[src/rtl/meteor_line_fetch.sv]
// Per-scanline sprite row fetcher and pixel hit tester for the meteor/coin ROM.
// Optional overlap detection is enabled by defining METEOR_OVERLAP_EN.
module meteor_line_fetch #(
  parameter int N_OBJ = 4,
  parameter int X_W   = 10,
  parameter int Y_W   = 10,
  parameter int IDX_W = (N_OBJ > 1) ? $clog2(N_OBJ) : 1
) (
  input  logic                   clk,
  input  logic                   rst_n,
  input  logic                   line_start,
  input  logic [Y_W-1:0]         next_line,
  input  logic [X_W-1:0]         hcount,
  input  logic                   active,
  input  logic [N_OBJ-1:0]       obj_valid,
  input  logic [N_OBJ*X_W-1:0]   obj_x,
  input  logic [N_OBJ*Y_W-1:0]   obj_y,
  input  logic [N_OBJ*2-1:0]     obj_sprite,
  output logic [3:0]             rom_y,
  output logic [1:0]             rom_sprite,
  input  logic [15:0]            rom_bits,
  output logic                   fetch_busy,
  output logic                   pixel_on,
  output logic [IDX_W-1:0]       pixel_obj,
  output logic                   overlap
);

  typedef enum logic [0:0] {IDLE = 1'b0, FETCH = 1'b1} state_t;

  localparam logic [IDX_W-1:0] K_LAST = IDX_W'(N_OBJ - 1);

  state_t           state_r, state_nxt_s;
  logic [Y_W-1:0]   line_q_r;
  logic [IDX_W-1:0] k_r;
  logic             fetch_busy_r;
  logic [15:0]      shadow_row_r [N_OBJ];
  logic [X_W-1:0]   shadow_x_r   [N_OBJ];
  logic [15:0]      disp_row_r   [N_OBJ];
  logic [X_W-1:0]   disp_x_r     [N_OBJ];

  logic             sel_valid_s;
  logic [X_W-1:0]   sel_x_s;
  logic [Y_W-1:0]   sel_y_s;
  logic [1:0]       sel_sprite_s;
  logic [Y_W-1:0]   dy_s;
  logic             in_range_s;
  logic [15:0]      fetch_row_s;
  logic             wr_s;
  logic             last_s;
  logic [3:0]       rom_y_s;
  logic [1:0]       rom_sprite_s;

  logic [X_W-1:0]   dx_s [N_OBJ];
  logic [N_OBJ-1:0] hit_s;
  logic [IDX_W-1:0] win_s;

  logic             pixel_on_r;
  logic [IDX_W-1:0] pixel_obj_r;

  // Select the object fields of the slot currently being fetched
  always_comb begin
    sel_valid_s  = 1'b0;
    sel_x_s      = '0;
    sel_y_s      = '0;
    sel_sprite_s = 2'b00;
    for (int i = 0; i < N_OBJ; i++) begin
      sel_valid_s  = (k_r == IDX_W'(i)) ? obj_valid[i]            : sel_valid_s;
      sel_x_s      = (k_r == IDX_W'(i)) ? obj_x[i*X_W +: X_W]     : sel_x_s;
      sel_y_s      = (k_r == IDX_W'(i)) ? obj_y[i*Y_W +: Y_W]     : sel_y_s;
      sel_sprite_s = (k_r == IDX_W'(i)) ? obj_sprite[i*2 +: 2]    : sel_sprite_s;
    end
  end

  // Modular subtraction lets objects straddling the line wrap still match
  assign dy_s        = line_q_r - sel_y_s;
  assign in_range_s  = sel_valid_s & (dy_s < Y_W'(16));
  assign fetch_row_s = in_range_s ? rom_bits : 16'h0000;

  // Next-state and ROM address decode
  always_comb begin
    state_nxt_s  = state_r;
    last_s       = 1'b0;
    wr_s         = 1'b0;
    rom_y_s      = 4'd0;
    rom_sprite_s = 2'd0;
    case (state_r)
      IDLE: begin
        if (line_start) begin
          state_nxt_s = FETCH;
        end else begin
          state_nxt_s = IDLE;
        end
      end
      FETCH: begin
        rom_y_s      = dy_s[3:0];
        rom_sprite_s = sel_sprite_s;
        if (line_start) begin
          state_nxt_s = FETCH;
        end else if (k_r == K_LAST) begin
          state_nxt_s = IDLE;
          wr_s        = 1'b1;
          last_s      = 1'b1;
        end else begin
          state_nxt_s = FETCH;
          wr_s        = 1'b1;
        end
      end
      default: begin
        state_nxt_s = IDLE;
      end
    endcase
  end

  assign rom_y      = rom_y_s;
  assign rom_sprite = rom_sprite_s;

  // State, line latch and slot counter; a new line_start always restarts at slot 0
  always_ff @(posedge clk or negedge rst_n) begin
    if (!rst_n) begin
      state_r      <= IDLE;
      line_q_r     <= '0;
      k_r          <= '0;
      fetch_busy_r <= 1'b0;
    end else begin
      state_r      <= state_nxt_s;
      fetch_busy_r <= (state_nxt_s == FETCH);
      if (line_start) begin
        line_q_r <= next_line;
        k_r      <= '0;
      end else if (wr_s) begin
        k_r <= last_s ? '0 : k_r + IDX_W'(1);
      end
    end
  end

  assign fetch_busy = fetch_busy_r;

  // Shadow fill; the last slot's row goes straight into the display copy
  always_ff @(posedge clk or negedge rst_n) begin
    if (!rst_n) begin
      for (int i = 0; i < N_OBJ; i++) begin
        shadow_row_r[i] <= 16'h0000;
        shadow_x_r[i]   <= '0;
        disp_row_r[i]   <= 16'h0000;
        disp_x_r[i]     <= '0;
      end
    end else if (wr_s) begin
      for (int i = 0; i < N_OBJ; i++) begin
        if (k_r == IDX_W'(i)) begin
          shadow_row_r[i] <= fetch_row_s;
          shadow_x_r[i]   <= sel_x_s;
        end
        if (last_s) begin
          disp_row_r[i] <= (k_r == IDX_W'(i)) ? fetch_row_s : shadow_row_r[i];
          disp_x_r[i]   <= (k_r == IDX_W'(i)) ? sel_x_s     : shadow_x_r[i];
        end
      end
    end
  end

  // Per-slot hit test against the display buffer; row MSB is the leftmost pixel
  always_comb begin
    hit_s = '0;
    for (int i = 0; i < N_OBJ; i++) begin
      dx_s[i]  = hcount - disp_x_r[i];
      hit_s[i] = active & (dx_s[i] < X_W'(16)) & disp_row_r[i][4'd15 - dx_s[i][3:0]];
    end
  end

  // Lowest hitting index wins
  always_comb begin
    win_s = '0;
    for (int i = N_OBJ - 1; i >= 0; i--) begin
      win_s = hit_s[i] ? IDX_W'(i) : win_s;
    end
  end

  // Pixel output register
  always_ff @(posedge clk or negedge rst_n) begin
    if (!rst_n) begin
      pixel_on_r  <= 1'b0;
      pixel_obj_r <= '0;
    end else begin
      pixel_on_r  <= |hit_s;
      pixel_obj_r <= win_s;
    end
  end

  assign pixel_on  = pixel_on_r;
  assign pixel_obj = pixel_obj_r;

`ifdef METEOR_OVERLAP_EN
  logic [3:0] hit_cnt_s;
  logic       overlap_r;

  // Count simultaneous hits
  always_comb begin
    hit_cnt_s = 4'd0;
    for (int i = 0; i < N_OBJ; i++) begin
      hit_cnt_s = hit_cnt_s + {3'b000, hit_s[i]};
    end
  end

  // Overlap flag register
  always_ff @(posedge clk or negedge rst_n) begin
    if (!rst_n) begin
      overlap_r <= 1'b0;
    end else begin
      overlap_r <= (hit_cnt_s > 4'd1);
    end
  end

  assign overlap = overlap_r;
`else
  assign overlap = 1'b0;
`endif

endmodule

[config.mk]
export PLATFORM = sky130hd
export DESIGN_NAME = meteor_line_fetch
export DESIGN_NICKNAME = d
export VERILOG_FILES = /design/src/rtl/meteor_line_fetch.sv
export SDC_FILE = /design/constraint.sdc
export NUM_CORES = 1
export LEC_CHECK = 0
export ABC_AREA = 1
export BUFFER_PORTS_ARGS = -buffer_cell sky130_fd_sc_hd__clkbuf_2
export CORE_UTILIZATION = 54
export DETAILED_ROUTE_END_ITERATION = 16
export PLACE_DENSITY_LB_ADDON = 0.08
export SLEW_MARGIN = 20
export SYNTH_ARGS = -nofsm -noshare
export SYNTH_HDL_FRONTEND = slang
export SYNTH_SLANG_ARGS = --single-unit
export TNS_END_PERCENT = 1
[constraint.sdc]
create_clock -name clk -period 3.5 [get_ports clk]
set_input_delay 0.7 -clock clk [delete_from_list [all_inputs] [get_ports clk]]
set_output_delay 0.7 -clock clk [all_outputs]
set_load 0.02 [all_outputs]
* Word-level counts from Yosys, hierarchy flattened
Index checks and enable logic that the tools add are counted.
Operators by class: reduce and logical (&&, ||, !) cells 4, bitwise logic cells 10, muxes and demuxes 50, equal/unequal tests 3, add/sub/neg operators 10, $lt $le $gt $ge 9
Operator list (count):
- two-way mux 10 bit | 11
- two-way mux 16 bit | 5
- less-than comparator 10 x 5 -> 1 bit (second input constant) | 5
- subtractor 10 bit | 5
- two-way mux 2 bit | 12
- less-than comparator 4 x 5 -> 1 bit (second input constant) | 4
- binary-select mux 1 bit (select 4 bit) | 4
- two-way mux 1 bit | 16
- subtractor 4 bit (first input constant) | 4
- AND 1 bit | 9
- == test 2 bit (second input constant) | 2
- two-way mux 4 bit | 1
- OR reduction 4 bit | 1
- adder 2 x 1 -> 2 bit (second input constant) | 1
- == test 2 x 1 -> 1 bit (second input constant) | 1
- zero test 2 bit | 1
- case mux 1 bit (2 select lines) | 1
- AND reduction 2 bit | 1
- nonzero test 2 bit | 1
- inverter 1 bit | 1
Storage, ports and cells: word-level logic and storage cells 107, register bits after elaboration 224, input bits 132

* Depth between registers and ports, before layout
Gate-level depths: netlist (run 1).
word-level depth 10, mapped depth 26, gate-level depth less buffers 23

* Worst setup path before layout (run 1)
Ideal clock, no wire load.
kind reg2reg, start register k_r[0], end register disp_row_r[17] (netlist name), period minus slack after synthesis 3607 ps, buffers on the path 4, arrival 3541 ps, path slack -107 ps, stages on the path, launching flop included 23, path through dfrtp_1 inv_1 ha_1 inv_1 buf_2 clkbuf_1 clkbuf_1 o21ai_0 a21oi_1 ha_1 inv_1 fa_1 nand3_1 nand3_1 xor2_1 nor2_1 nand3_1 nor2_4 buf_12 nand3_4 nand2_2 nand3_1 nand2_1
On the way: longest elaborated chain between the ends 10
Ends and longest elaborated chain:
- from (decl) | line 34 | logic [IDX_W-1:0] k_r;
- from (signal assigned) | line 131 | k_r <= last_s ? '0 : k_r + IDX_W'(1);
- zero test 2 bit | line 67, 69
- two-way mux 10 bit (4 in a row) | line 69 | sel_y_s = (k_r == IDX_W'(i)) ? obj_y[i*Y_W +: Y_W] : sel_y_s;
- subtractor 10 bit | line 75 | assign dy_s = line_q_r - sel_y_s;
- less-than comparator 10 x 5 -> 1 bit | line 76 | assign in_range_s = sel_valid_s & (dy_s < Y_W'(16));
- AND 1 bit | line 76
- two-way mux 16 bit | line 77 | assign fetch_row_s = in_range_s ? rom_bits : 16'h0000;
- two-way mux 16 bit | line 154 | disp_row_r[i] <= (k_r == IDX_W'(i)) ? fetch_row_s : shadow_row_r[i];
- to (signal, indexed assignment) | line 154
- to (decl) | line 38 | logic [15:0] disp_row_r [N_OBJ];
Parallel ways exist; a longest one is shown, timed or not. A chain may end at the register's enable or synchronous reset.

* Final worst setup path (run 1)
start register k_r[1], end output rom_y[3]
On the way: longest elaborated chain between the ends 7
Ends and longest elaborated chain:
- zero test 2 bit | line 69
- two-way mux 10 bit (3 in a row) | line 69
- two-way mux 10 bit * | line 69
- subtractor 10 bit * | line 75
- two-way mux 4 bit * | line 86 | case (state_r)
- to (decl) | line 19 | output logic [3:0] rom_y,
Every way passes the cells marked *; elsewhere a longest branch is shown, timed or not.

==> flow_summary.html, run 1 <==
<table>
<tr><th>Metric</th><th>Value</th></tr>
<tr><th colspan="2">Run status</th></tr>
<tr><td>Status</td><td>finished clean</td></tr>
<tr><th colspan="2">Run</th></tr>
<tr><td>Maximum Capacitance Violations</td><td>0</td></tr>
<tr><th colspan="2">Place</th></tr>
<tr><td>Post-detailed-placement half-perimeter wirelength</td><td>24110 um</td></tr>
<tr><td>PortBufs</td><td>141</td></tr>
<tr><td>Worst setup slack after placement</td><td>0.04423 ns</td></tr>
<tr><td>Area after DPL</td><td>13460 um^2</td></tr>
<tr><td>RePlAce Congestion</td><td>0.9189</td></tr>
<tr><th colspan="2">Layout</th></tr>
<tr><td>Fillcell total</td><td>2034</td></tr>
<tr><td>Antenna diode count</td><td>0</td></tr>
<tr><td>Share of cells above drive strength 1</td><td>18.74%</td></tr>
<tr><td>Final layout net count</td><td>2014</td></tr>
<tr><td>Summed area of non-filler cells in the final layout</td><td>14250 um^2</td></tr>
<tr><td>Synthesis-to-layout area growth</td><td>14.16%</td></tr>
<tr><td>Total area of multi-input combinational cells</td><td>6766 um^2</td></tr>
<tr><td>Register cell area after layout</td><td>4956 um^2</td></tr>
<tr><th colspan="2">Synth</th></tr>
<tr><td>Area share of xor/xnor cells in the synthesized design</td><td>1.473%</td></tr>
<tr><td>Post-synthesis share of cell area spent on and, or, nand and nor gates</td><td>36.53%</td></tr>
<tr><td>Post-Syn Area</td><td>12490 um^2</td></tr>
<tr><td>Sequential cell area fraction in the yosys report</td><td>39.68%</td></tr>
<tr><td>Adder and majority cell fraction of the synthesized area</td><td>5.711%</td></tr>
<tr><td>Fraction of post-synthesis cell area in the top cell type by area</td><td>39.68%</td></tr>
<tr><td>Synthesized instance count</td><td>1717</td></tr>
<tr><td>Post-synthesis mux area share</td><td>0%</td></tr>
<tr><td>Largest family of logic cells by synthesized area</td><td>simple AND/OR/NAND/NOR gates</td></tr>
<tr><td>Total nets after synthesis</td><td>1903</td></tr>
<tr><td>Synthesized area divided by synthesized cell count</td><td>7.273 um^2</td></tr>
<tr><td>Fraction of the mapped netlist area in compound gates</td><td>9.699%</td></tr>
<tr><td>Synthesized flop and latch total</td><td>198</td></tr>
<tr><td>Cells taking the most area after synthesis</td><td>sky130_fd_sc_hd__dfrtp_1, sky130_fd_sc_hd__nand2_1, sky130_fd_sc_hd__nand3_1, sky130_fd_sc_hd__ha_1, sky130_fd_sc_hd__o21ai_0</td></tr>
<tr><td>Number of distinct library cells after synthesis</td><td>42</td></tr>
<tr><td>Warnings, synthesis</td><td>0</td></tr>
<tr><td>Synth area leader</td><td>sky130_fd_sc_hd__dfrtp_1</td></tr>
<tr><th colspan="2">Global routing</th></tr>
<tr><td>Wire length of the first global-routing pass</td><td>55410 um</td></tr>
<tr><td>Overall fraction of global-route tracks in use</td><td>29.95%</td></tr>
<tr><td>Overflow left after global routing</td><td>0</td></tr>
<tr><td>Number of antenna violations at the first check in global routing</td><td>0</td></tr>
<tr><td>Pin count of the biggest net entering global routing</td><td>109</td></tr>
<tr><td>Vias in the first global route</td><td>10706</td></tr>
<tr><th colspan="2">Clock tree</th></tr>
<tr><td>Clock-pin slew on the worst setup and hold paths</td><td>0.09 ns</td></tr>
<tr><td>Clock latency at the later pin of the worst-skew pair</td><td>0.45 ns</td></tr>
<tr><td>Deepest level of the CTS H-tree</td><td>4</td></tr>
<tr><td>Clock tree from TritonCTS</td><td>yes</td></tr>
<tr><td>CTS Buf Count</td><td>17</td></tr>
<tr><td>Clock tree root driver cell</td><td>sky130_fd_sc_hd__clkbuf_16</td></tr>
<tr><td>Sink Count</td><td>198</td></tr>
<tr><td>CTS Hold Bufs</td><td>0</td></tr>
<tr><td>Max Buffers Root-to-Sink</td><td>2</td></tr>
<tr><th colspan="2">Power and ir drop</th></tr>
<tr><td>Sw frac</td><td>46.37%</td></tr>
<tr><td>Clk pwr share</td><td>16.0%</td></tr>
<tr><td>P_int</td><td>6881 uW</td></tr>
<tr><td>VDD IR max</td><td>0.4692 mV</td></tr>
<tr><td>Power per unit of standard cell area</td><td>900.1 nW/um^2</td></tr>
<tr><td>Power consumption</td><td>12830 uW</td></tr>
<tr><td>Part of the power in combinational logic</td><td>53.4%</td></tr>
<tr><td>Leakage power total</td><td>0.007507 uW</td></tr>
<tr><td>Sequential Power Share</td><td>30.6%</td></tr>
<tr><td>Net switching power of the design</td><td>5949 uW</td></tr>
<tr><th colspan="2">STA</th></tr>
<tr><td>Worst Setup Slack, final</td><td>0.09290 ns</td></tr>
<tr><td>Clock Skews</td><td>0.02018 ns</td></tr>
<tr><td>Worst hold-check slack</td><td>0.2472 ns</td></tr>
<tr><td>Worst Tran Pin Value</td><td>0.7942 ns</td></tr>
<tr><td># setup viols final</td><td>0</td></tr>
<tr><td>Slew headroom</td><td>47.05%</td></tr>
<tr><td>Unrepaired setup endpoints after global routing</td><td>yes</td></tr>
<tr><td>Ratio of final minimum period to clock period</td><td>97.35%</td></tr>
<tr><td>Peak clock frequency supported by timing</td><td>0.2935 GHz</td></tr>
<tr><td>Number of max-slew violations in the final report</td><td>0</td></tr>
<tr><td>Setup_tns</td><td>0 ns</td></tr>
<tr><td>Final Hold Fails</td><td>0</td></tr>
<tr><td>Final critical path time including I/O delays and setup</td><td>3.407 ns</td></tr>
<tr><th colspan="2">Die</th></tr>
<tr><td>Die width</td><td>154.1 um</td></tr>
<tr><td>Number of placement rows</td><td>55</td></tr>
<tr><td>Core area</td><td>22640 um^2</td></tr>
<tr><td>DIE AREA</td><td>23740 um^2</td></tr>
<tr><td>Floorplan die height</td><td>154.1 um</td></tr>
<tr><td>Ports placed on the boundary</td><td>143</td></tr>
<tr><td>Initial Util</td><td>55.15%</td></tr>
<tr><th colspan="2">Worst setup path</th></tr>
<tr><td>Peak fanout along the critical path</td><td>25</td></tr>
<tr><td>Data required time at the worst endpoint</td><td>2.80 ns</td></tr>
<tr><td>Setup slack on the worst flop-to-flop path</td><td>0.17 ns</td></tr>
<tr><td>Depth of the most critical reg-to-reg path</td><td>22</td></tr>
<tr><td>Arrival time reported for the critical path endpoint</td><td>2.71 ns</td></tr>
<tr><td>Category of the worst setup path launch point</td><td>flop</td></tr>
<tr><td>Type of the worst setup path</td><td>reg2out</td></tr>
<tr><td>Worst reg2reg path startpoint</td><td>k_r[1]</td></tr>
<tr><td>CP endpoint kind</td><td>primary output</td></tr>
<tr><td>Critical path origin</td><td>k_r[1]</td></tr>
<tr><td>Crit Reg-Reg Endpoint</td><td>disp_row_r[10]</td></tr>
<tr><th colspan="2">Detailed routing</th></tr>
<tr><td>Iter 0 DRT Violations</td><td>989</td></tr>
<tr><td>First-pass iteration count of the detailed router</td><td>5</td></tr>
<tr><td>ANT nets after route</td><td>0</td></tr>
<tr><td>Count of unresolved DRC violations after routing</td><td>0</td></tr>
<tr><td>Total wire length after detailed routing</td><td>34060 um</td></tr>
<tr><td>WL/cell</td><td>16.02 um</td></tr>
<tr><td>Ratio of routed vias to standard cells</td><td>5.386</td></tr>
<tr><td>Number of vias after detailed routing</td><td>11451</td></tr>
<tr><th colspan="2">Min path</th></tr>
<tr><td>Kind of path behind the tightest hold check</td><td>in2async</td></tr>
</table>
-- synth_stat cells --
master,instances
sky130_fd_sc_hd__a21boi_0,1
sky130_fd_sc_hd__a21o_1,5
sky130_fd_sc_hd__a21oi_1,45
sky130_fd_sc_hd__a21oi_2,1
sky130_fd_sc_hd__a221oi_1,1
sky130_fd_sc_hd__a22oi_1,20
sky130_fd_sc_hd__a31oi_1,1
sky130_fd_sc_hd__buf_1,7
sky130_fd_sc_hd__buf_12,1
sky130_fd_sc_hd__buf_2,22
sky130_fd_sc_hd__buf_4,3
sky130_fd_sc_hd__buf_6,1
sky130_fd_sc_hd__buf_8,1
sky130_fd_sc_hd__clkbuf_1,46
sky130_fd_sc_hd__clkinv_1,1
sky130_fd_sc_hd__conb_1,1
sky130_fd_sc_hd__dfrtp_1,198
sky130_fd_sc_hd__fa_1,5
sky130_fd_sc_hd__ha_1,49
sky130_fd_sc_hd__inv_1,121
sky130_fd_sc_hd__inv_2,6
sky130_fd_sc_hd__nand2_1,617
sky130_fd_sc_hd__nand2_2,42
sky130_fd_sc_hd__nand3_1,191
sky130_fd_sc_hd__nand3_2,6
sky130_fd_sc_hd__nand3_4,10
sky130_fd_sc_hd__nand3b_1,4
sky130_fd_sc_hd__nand4_1,20
sky130_fd_sc_hd__nor2_1,72
sky130_fd_sc_hd__nor2_2,2
sky130_fd_sc_hd__nor2_4,2
sky130_fd_sc_hd__o211ai_1,1
sky130_fd_sc_hd__o21a_1,14
sky130_fd_sc_hd__o21ai_0,105
sky130_fd_sc_hd__o21ai_1,12
sky130_fd_sc_hd__o21ai_2,1
sky130_fd_sc_hd__o21bai_1,7
sky130_fd_sc_hd__o31ai_1,1
sky130_fd_sc_hd__or2_1,1
sky130_fd_sc_hd__or2_2,52
sky130_fd_sc_hd__xnor2_1,7
sky130_fd_sc_hd__xor2_1,14
-- cell type report --
class | instances | share of cell area, %
Multi-Input combinational cell | 1310 | 47.47
Clock inverter | 15 | 1.317
Inverter | 128 | 3.406
Sequential cell | 198 | 34.77
Tap cell | 285 | 2.502
Clock buffer | 17 | 2.984
Timing Repair Buffer | 173 | 7.557
-- per-layer routing --
metal / up-vias / wire (um) / track usage, %
li1: 5773 / - / -
met1: 5312 / 16100 / 43.77
met2: 341 / 15230 / 45.80
met3: 25 / 2387 / 6.032
met4: 0 / 340 / 6.524
met5: - / 0 / 0
-- worst max-delay path by stage --
| stage | end | slack [ns] | depth (start not counted) |
|---|---|---|---|
| floorplan | disp_row_r[17] | 0.07 | 22 |
| global placement | shadow_row_r[28] | 0.15 | 22 |
| detailed placement | shadow_row_r[28] | 0.04 | 22 |
| CTS | rom_y[2] | -0.0009 | 14 |
| global route | rom_y[3] | -0.06 | 13 |
| finish | rom_y[3] | 0.09 | 12 |
-- critical path: stages, from the launching register on --
cell	delay (ns)
sky130_fd_sc_hd__dfrtp_1	0.43
sky130_fd_sc_hd__inv_2	0.09
sky130_fd_sc_hd__ha_4	0.19
sky130_fd_sc_hd__buf_12	0.16
sky130_fd_sc_hd__a22oi_1	0.17
sky130_fd_sc_hd__a21oi_1	0.08
sky130_fd_sc_hd__a21oi_1	0.25
sky130_fd_sc_hd__ha_1	0.30
sky130_fd_sc_hd__nand2_2	0.09
sky130_fd_sc_hd__o21ai_2	0.07
sky130_fd_sc_hd__xnor2_1	0.12
sky130_fd_sc_hd__nor2_1	0.14
sky130_fd_sc_hd__buf_4	0.16
-- what timing repair did --
item / CTS / global route
buffers inserted: 4 / 3
resized for setup: 7 / 31
setup endpoints to repair: 2 / 114
cloned: 0 / 0
pin swaps: 1 / 10
-- through the flow --
step / instances / utilization [%]
2_1_floorplan: 1717 / -
3_3_place_gp: 2087 / 59.43
3_5_place_dp: 2087 / 59.43
4_1_cts: 2123 / 62.35
5_1_grt: 2126 / 62.96
6_report: 2126 / 62.96
-- logic make-up (layout without fill, tap and decap cells) --
family | after synthesis | count (layout)
other | 1 | 1
adder cells (fa/ha/maj) | 54 | 54
flip-flops | 198 | 198
buffers and inverters | 209 | 333
AO/OA/AOI/OAI | 215 | 215
XOR/XNOR | 21 | 21
AND/OR/NAND/NOR | 1019 | 1019
-- power by group through the flow --
| stage | sequential (uW) | combinational, uW | clock (uW) |
|---|---|---|---|
| 2_1_floorplan | 3670 | 5060 | 0 |
| 3_3_place_gp | 3900 | 6520 | 0 |
| 3_5_place_dp | 3920 | 6630 | 0 |
| 4_1_cts | 3900 | 6730 | 2080 |
| 5_1_grt | 4030 | 7770 | 2170 |
| 6_report | 3920 | 6850 | 2050 |
-- sequential cells by signal, indices dropped and copies added, names as in the netlist, 2 cells and up --
name and flops:
shadow_row_r 48, k_r 2, shadow_x_r 30, disp_x_r 40, line_q_r 10, disp_row_r 64, pixel_obj 2
-- layout by cell type (no fill, tap or decap), drive strengths merged, types with 4 or more instances in the layout --
| cell type | count |
|---|---|
| a21o | 5 |
| a21oi | 46 |
| a22oi | 20 |
| buf | 35 |
| clkbuf | 155 |
| clkinv | 5 |
| dfrtp | 198 |
| fa | 5 |
| ha | 49 |
| inv | 137 |
| nand2 | 659 |
| nand3 | 207 |
| nand3b | 4 |
| nand4 | 20 |
| nor2 | 76 |
| o21a | 14 |
| o21ai | 118 |
| o21bai | 7 |
| or2 | 53 |
| xnor2 | 7 |
| xor2 | 14 |
No activity file was read; power rests on OpenSTA's default activity.
==> run 2, diff against run 1 <==
--- a/config.mk
+++ b/config.mk
@@ -7,9 +7,12 @@
 export LEC_CHECK = 0
 export ABC_AREA = 1
 export BUFFER_PORTS_ARGS = -buffer_cell sky130_fd_sc_hd__clkbuf_2
-export CORE_UTILIZATION = 54
+export CELL_PAD_IN_SITES_DETAIL_PLACEMENT = 0
+export CELL_PAD_IN_SITES_GLOBAL_PLACEMENT = 2
+export CORE_UTILIZATION = 30
 export DETAILED_ROUTE_END_ITERATION = 16
 export PLACE_DENSITY_LB_ADDON = 0.08
+export SETUP_SLACK_MARGIN = 0.02
 export SLEW_MARGIN = 20
 export SYNTH_ARGS = -nofsm -noshare
 export SYNTH_HDL_FRONTEND = slang
==> flow_summary.html, run 2 (synthesized netlist as in run 1, its figures left out) <==
<table>
<tr><th>Metric</th><th>Value</th></tr>
<tr><th colspan="2">Layout</th></tr>
<tr><td>Synthesis-to-layout area growth</td><td>21.60%</td></tr>
<tr><td>Antenna diode count</td><td>0 (unchanged)</td></tr>
<tr><td>Largest register FFs</td><td>64 (unchanged)</td></tr>
<tr><td>Largest reg by FF count</td><td>disp_row_r</td></tr>
<tr><td>Share of cells above drive strength 1</td><td>22.30% (+3.6 points)</td></tr>
<tr><td>Final layout net count</td><td>2056 (+2.1%)</td></tr>
<tr><td>Biggest regs</td><td>disp_row_r: 64 flops, shadow_row_r: 48 flops, disp_x_r: 40 flops</td></tr>
<tr><td>Summed area of non-filler cells in the final layout</td><td>15180 um^2 (+6.5%)</td></tr>
<tr><td>Leading cell type in the layout, fill and taps excluded</td><td>sky130_fd_sc_hd__nand2_1</td></tr>
<tr><td>Commonest cells after routing, fill and taps aside</td><td>sky130_fd_sc_hd__nand2_1, sky130_fd_sc_hd__dfrtp_1, sky130_fd_sc_hd__nand3_1</td></tr>
<tr><th colspan="2">Die</th></tr>
<tr><td>Die width</td><td>206.0 um (+34%)</td></tr>
<tr><td>Ports placed on the boundary</td><td>143 (unchanged)</td></tr>
<tr><td>Number of placement rows</td><td>74 (+35%)</td></tr>
<tr><td>Floorplan die height</td><td>206.0 um (+34%)</td></tr>
<tr><td>Initial Util</td><td>30.51% (-25 points)</td></tr>
<tr><td>DIE AREA</td><td>42440 um^2 (+79%)</td></tr>
<tr><td>Core area</td><td>40920 um^2 (+81%)</td></tr>
<tr><th colspan="2">Worst setup path</th></tr>
<tr><td>Arrival time reported for the critical path endpoint</td><td>2.74 ns (+0.03 ns)</td></tr>
<tr><td>Type of the worst setup path</td><td>reg2out</td></tr>
<tr><td>Category of the worst setup path launch point</td><td>flop</td></tr>
<tr><td>CP endpoint kind</td><td>primary output</td></tr>
<tr><td>Data required time at the worst endpoint</td><td>2.80 ns (about the same)</td></tr>
<tr><td>Peak fanout along the critical path</td><td>3 (-88%)</td></tr>
<tr><th colspan="2">Detailed routing</th></tr>
<tr><td>WL/cell</td><td>18.24 um (+14%)</td></tr>
<tr><td>Iter 0 DRT Violations</td><td>691 (-30%)</td></tr>
<tr><td>Total wire length after detailed routing</td><td>44040 um (+29%)</td></tr>
<tr><td>First-pass iteration count of the detailed router</td><td>5 (unchanged)</td></tr>
<tr><td>Count of unresolved DRC violations after routing</td><td>0 (unchanged)</td></tr>
<tr><td>Number of vias after detailed routing</td><td>11464 (+0.11%)</td></tr>
<tr><td>Ratio of routed vias to standard cells</td><td>4.747 (-12%)</td></tr>
<tr><td>ANT nets after route</td><td>0 (unchanged)</td></tr>
<tr><th colspan="2">Place</th></tr>
<tr><td>Area after DPL</td><td>13950 um^2 (+3.7%)</td></tr>
<tr><td>PortBufs</td><td>141 (unchanged)</td></tr>
<tr><td>RePlAce Congestion</td><td>0.7834 (-15%)</td></tr>
<tr><td>Post-detailed-placement half-perimeter wirelength</td><td>31330 um (+30%)</td></tr>
<tr><th colspan="2">Clock tree</th></tr>
<tr><td>Deepest level of the CTS H-tree</td><td>4 (unchanged)</td></tr>
<tr><td>Clock-pin slew on the worst setup and hold paths</td><td>0.08 ns (about the same)</td></tr>
<tr><td>Sink Count</td><td>198 (unchanged)</td></tr>
<tr><td>Clock tree root driver cell</td><td>sky130_fd_sc_hd__clkbuf_16</td></tr>
<tr><td>CTS Hold Bufs</td><td>0 (unchanged)</td></tr>
<tr><td>CTS Buf Count</td><td>17 (unchanged)</td></tr>
<tr><td>Clock latency at the later pin of the worst-skew pair</td><td>0.47 ns (+0.02 ns)</td></tr>
<tr><td>Max Buffers Root-to-Sink</td><td>2 (unchanged)</td></tr>
<tr><td>Clock tree from TritonCTS</td><td>yes</td></tr>
<tr><th colspan="2">STA</th></tr>
<tr><td>Final Hold Fails</td><td>0 (unchanged)</td></tr>
<tr><td>Unrepaired setup endpoints after global routing</td><td>yes</td></tr>
<tr><td>Clock Skews</td><td>0.01445 ns (-0.005733 ns)</td></tr>
<tr><td>Slew headroom</td><td>49.59% (+2.5 points)</td></tr>
<tr><td>Setup_tns</td><td>0 ns (unchanged)</td></tr>
<tr><td>Final critical path time including I/O delays and setup</td><td>3.441 ns (+0.03416 ns)</td></tr>
<tr><td>Ratio of final minimum period to clock period</td><td>98.32% (+0.98 points)</td></tr>
<tr><td>Number of max-slew violations in the final report</td><td>0 (unchanged)</td></tr>
<tr><td>Peak clock frequency supported by timing</td><td>0.2906 GHz (-0.99%)</td></tr>
<tr><td>Worst Tran Pin Value</td><td>0.7562 ns (-0.03805 ns)</td></tr>
<tr><td># setup viols final</td><td>0 (unchanged)</td></tr>
<tr><th colspan="2">Power and ir drop</th></tr>
<tr><td>Leakage power total</td><td>0.007794 uW (+3.8%)</td></tr>
<tr><td>VDD IR max</td><td>0.3965 mV (-15%)</td></tr>
<tr><td>Sequential Power Share</td><td>28.6% (-2.0 points)</td></tr>
<tr><td>Power per unit of standard cell area</td><td>901.7 nW/um^2 (+0.18%)</td></tr>
<tr><td>Sw frac</td><td>45.82% (-0.55 points)</td></tr>
<tr><td>Net switching power of the design</td><td>6273 uW (+5.4%)</td></tr>
<tr><td>P_int</td><td>7418 uW (+7.8%)</td></tr>
<tr><td>Part of the power in combinational logic</td><td>56.1% (+2.7 points)</td></tr>
<tr><td>Clk pwr share</td><td>15.2% (-0.8 points)</td></tr>
<tr><th colspan="2">Global routing</th></tr>
<tr><td>Pin count of the biggest net entering global routing</td><td>116 (+6.4%)</td></tr>
<tr><td>Overall fraction of global-route tracks in use</td><td>21.37% (-8.6 points)</td></tr>
<tr><td>Wire length of the first global-routing pass</td><td>67170 um (+21%)</td></tr>
<tr><td>Overflow left after global routing</td><td>0 (unchanged)</td></tr>
<tr><td>Vias in the first global route</td><td>11191 (+4.5%)</td></tr>
<tr><td>Number of antenna violations at the first check in global routing</td><td>1 (+1)</td></tr>
<tr><th colspan="2">Run status</th></tr>
<tr><td>Status</td><td>finished clean</td></tr>
<tr><th colspan="2">Min path</th></tr>
<tr><td>Kind of path behind the tightest hold check</td><td>in2async</td></tr>
<tr><th colspan="2">Run</th></tr>
<tr><td>Maximum Capacitance Violations</td><td>0 (unchanged)</td></tr>
</table>
-- run 2: cell count changes in the layout (fill, tap and decap cells not counted), moves of 4 or more --
cell | before | now
sky130_fd_sc_hd__a21oi_1 | 45 | 34
sky130_fd_sc_hd__ha_1 | 45 | 40
sky130_fd_sc_hd__buf_6 | 2 | 8
sky130_fd_sc_hd__ha_4 | 3 | 7
sky130_fd_sc_hd__nand2_1 | 615 | 609
sky130_fd_sc_hd__a22oi_2 | 0 | 4
sky130_fd_sc_hd__buf_4 | 24 | 53
sky130_fd_sc_hd__a21oi_2 | 1 | 10
sky130_fd_sc_hd__nand2_2 | 43 | 48
sky130_fd_sc_hd__o21ai_0 | 103 | 98
sky130_fd_sc_hd__a22oi_1 | 20 | 16
-- run 2: per-stage QoR --
step                      cells  total power, uW  hold WS [ns]  util (%)  worst slack, ns
after floorplan            1717             8726        0.4044         -          0.07258
after global placement     2353            10980        0.4528     34.08           0.1538
after detailed placement   2353            10970        0.4569     34.08          0.05479
after CTS                  2399            13380        0.2634     36.11         -0.01193
after global routing       2415            14970        0.2933     37.10         -0.06636
final                      2415            13690        0.2458     37.10          0.05874
-- run 2: critical path, stage by stage (launching register included) --
cell	delay, ns
sky130_fd_sc_hd__dfrtp_2	0.46
sky130_fd_sc_hd__inv_4	0.10
sky130_fd_sc_hd__ha_4	0.14
sky130_fd_sc_hd__inv_2	0.04
sky130_fd_sc_hd__nor2_4	0.12
sky130_fd_sc_hd__a22oi_2	0.06
sky130_fd_sc_hd__nand2_1	0.07
sky130_fd_sc_hd__o21ai_1	0.06
sky130_fd_sc_hd__a21oi_1	0.13
sky130_fd_sc_hd__ha_2	0.21
sky130_fd_sc_hd__inv_2	0.05
sky130_fd_sc_hd__fa_2	0.57
sky130_fd_sc_hd__nand2_1	0.05
sky130_fd_sc_hd__inv_1	0.07
sky130_fd_sc_hd__clkbuf_8	0.14
-- run 2: final timing paths --
kind	start	to	slack, ns	cells after the start
max in group asynchronous	rst_n	shadow_row_r[20]	2.41	2
hold reg to reg	shadow_row_r[55]	shadow_row_r[55]	0.47	2
setup reg to reg	k_r[0]	disp_row_r[14]	0.16	22
hold / removal	rst_n	disp_x_r[7]	0.25	1
setup / recovery	k_r[0]	rom_y[1]	0.06	14
min in group clk	next_line[1]	line_q_r[1]	0.42	3
-- run 2: repair_timing --
action	CTS	global route
setup endpoints to repair	4	116
cloned	2	2
setup buffers	12	14
gates resized for setup	23	63
pin swaps	6	38
-- run 2: cell type report --
type	instances	area (um^2)
Fill cell	4403	25740
Multi-Input combinational cell	1310	6960
Sequential cell	198	4956
Timing Repair Buffer	215	1526
Tap cell	532	665.6
Inverter	128	489.2
Clock buffer	17	425.4
Clock inverter	15	161.4
-- run 2: power groups by stage --
stage	logic [uW]	registers, uW	clock network [uW]
3_3_place_gp	7030	3940	0
4_1_cts	7290	3930	2160
3_5_place_dp	7010	3970	0
5_1_grt	8700	4040	2230
2_1_floorplan	5060	3670	0
6_report	7680	3920	2090
-- run 2: metal layers --
layer  vias to the layer above  part of all wire, %  GRT usage (%)
met3                        55                  3.4          2.901
li1                       5859                    -              -
met5                         -                    0              0
met2                       245                   47          35.49
met4                         0                  3.5          9.585
met1                      5305                   46          27.51
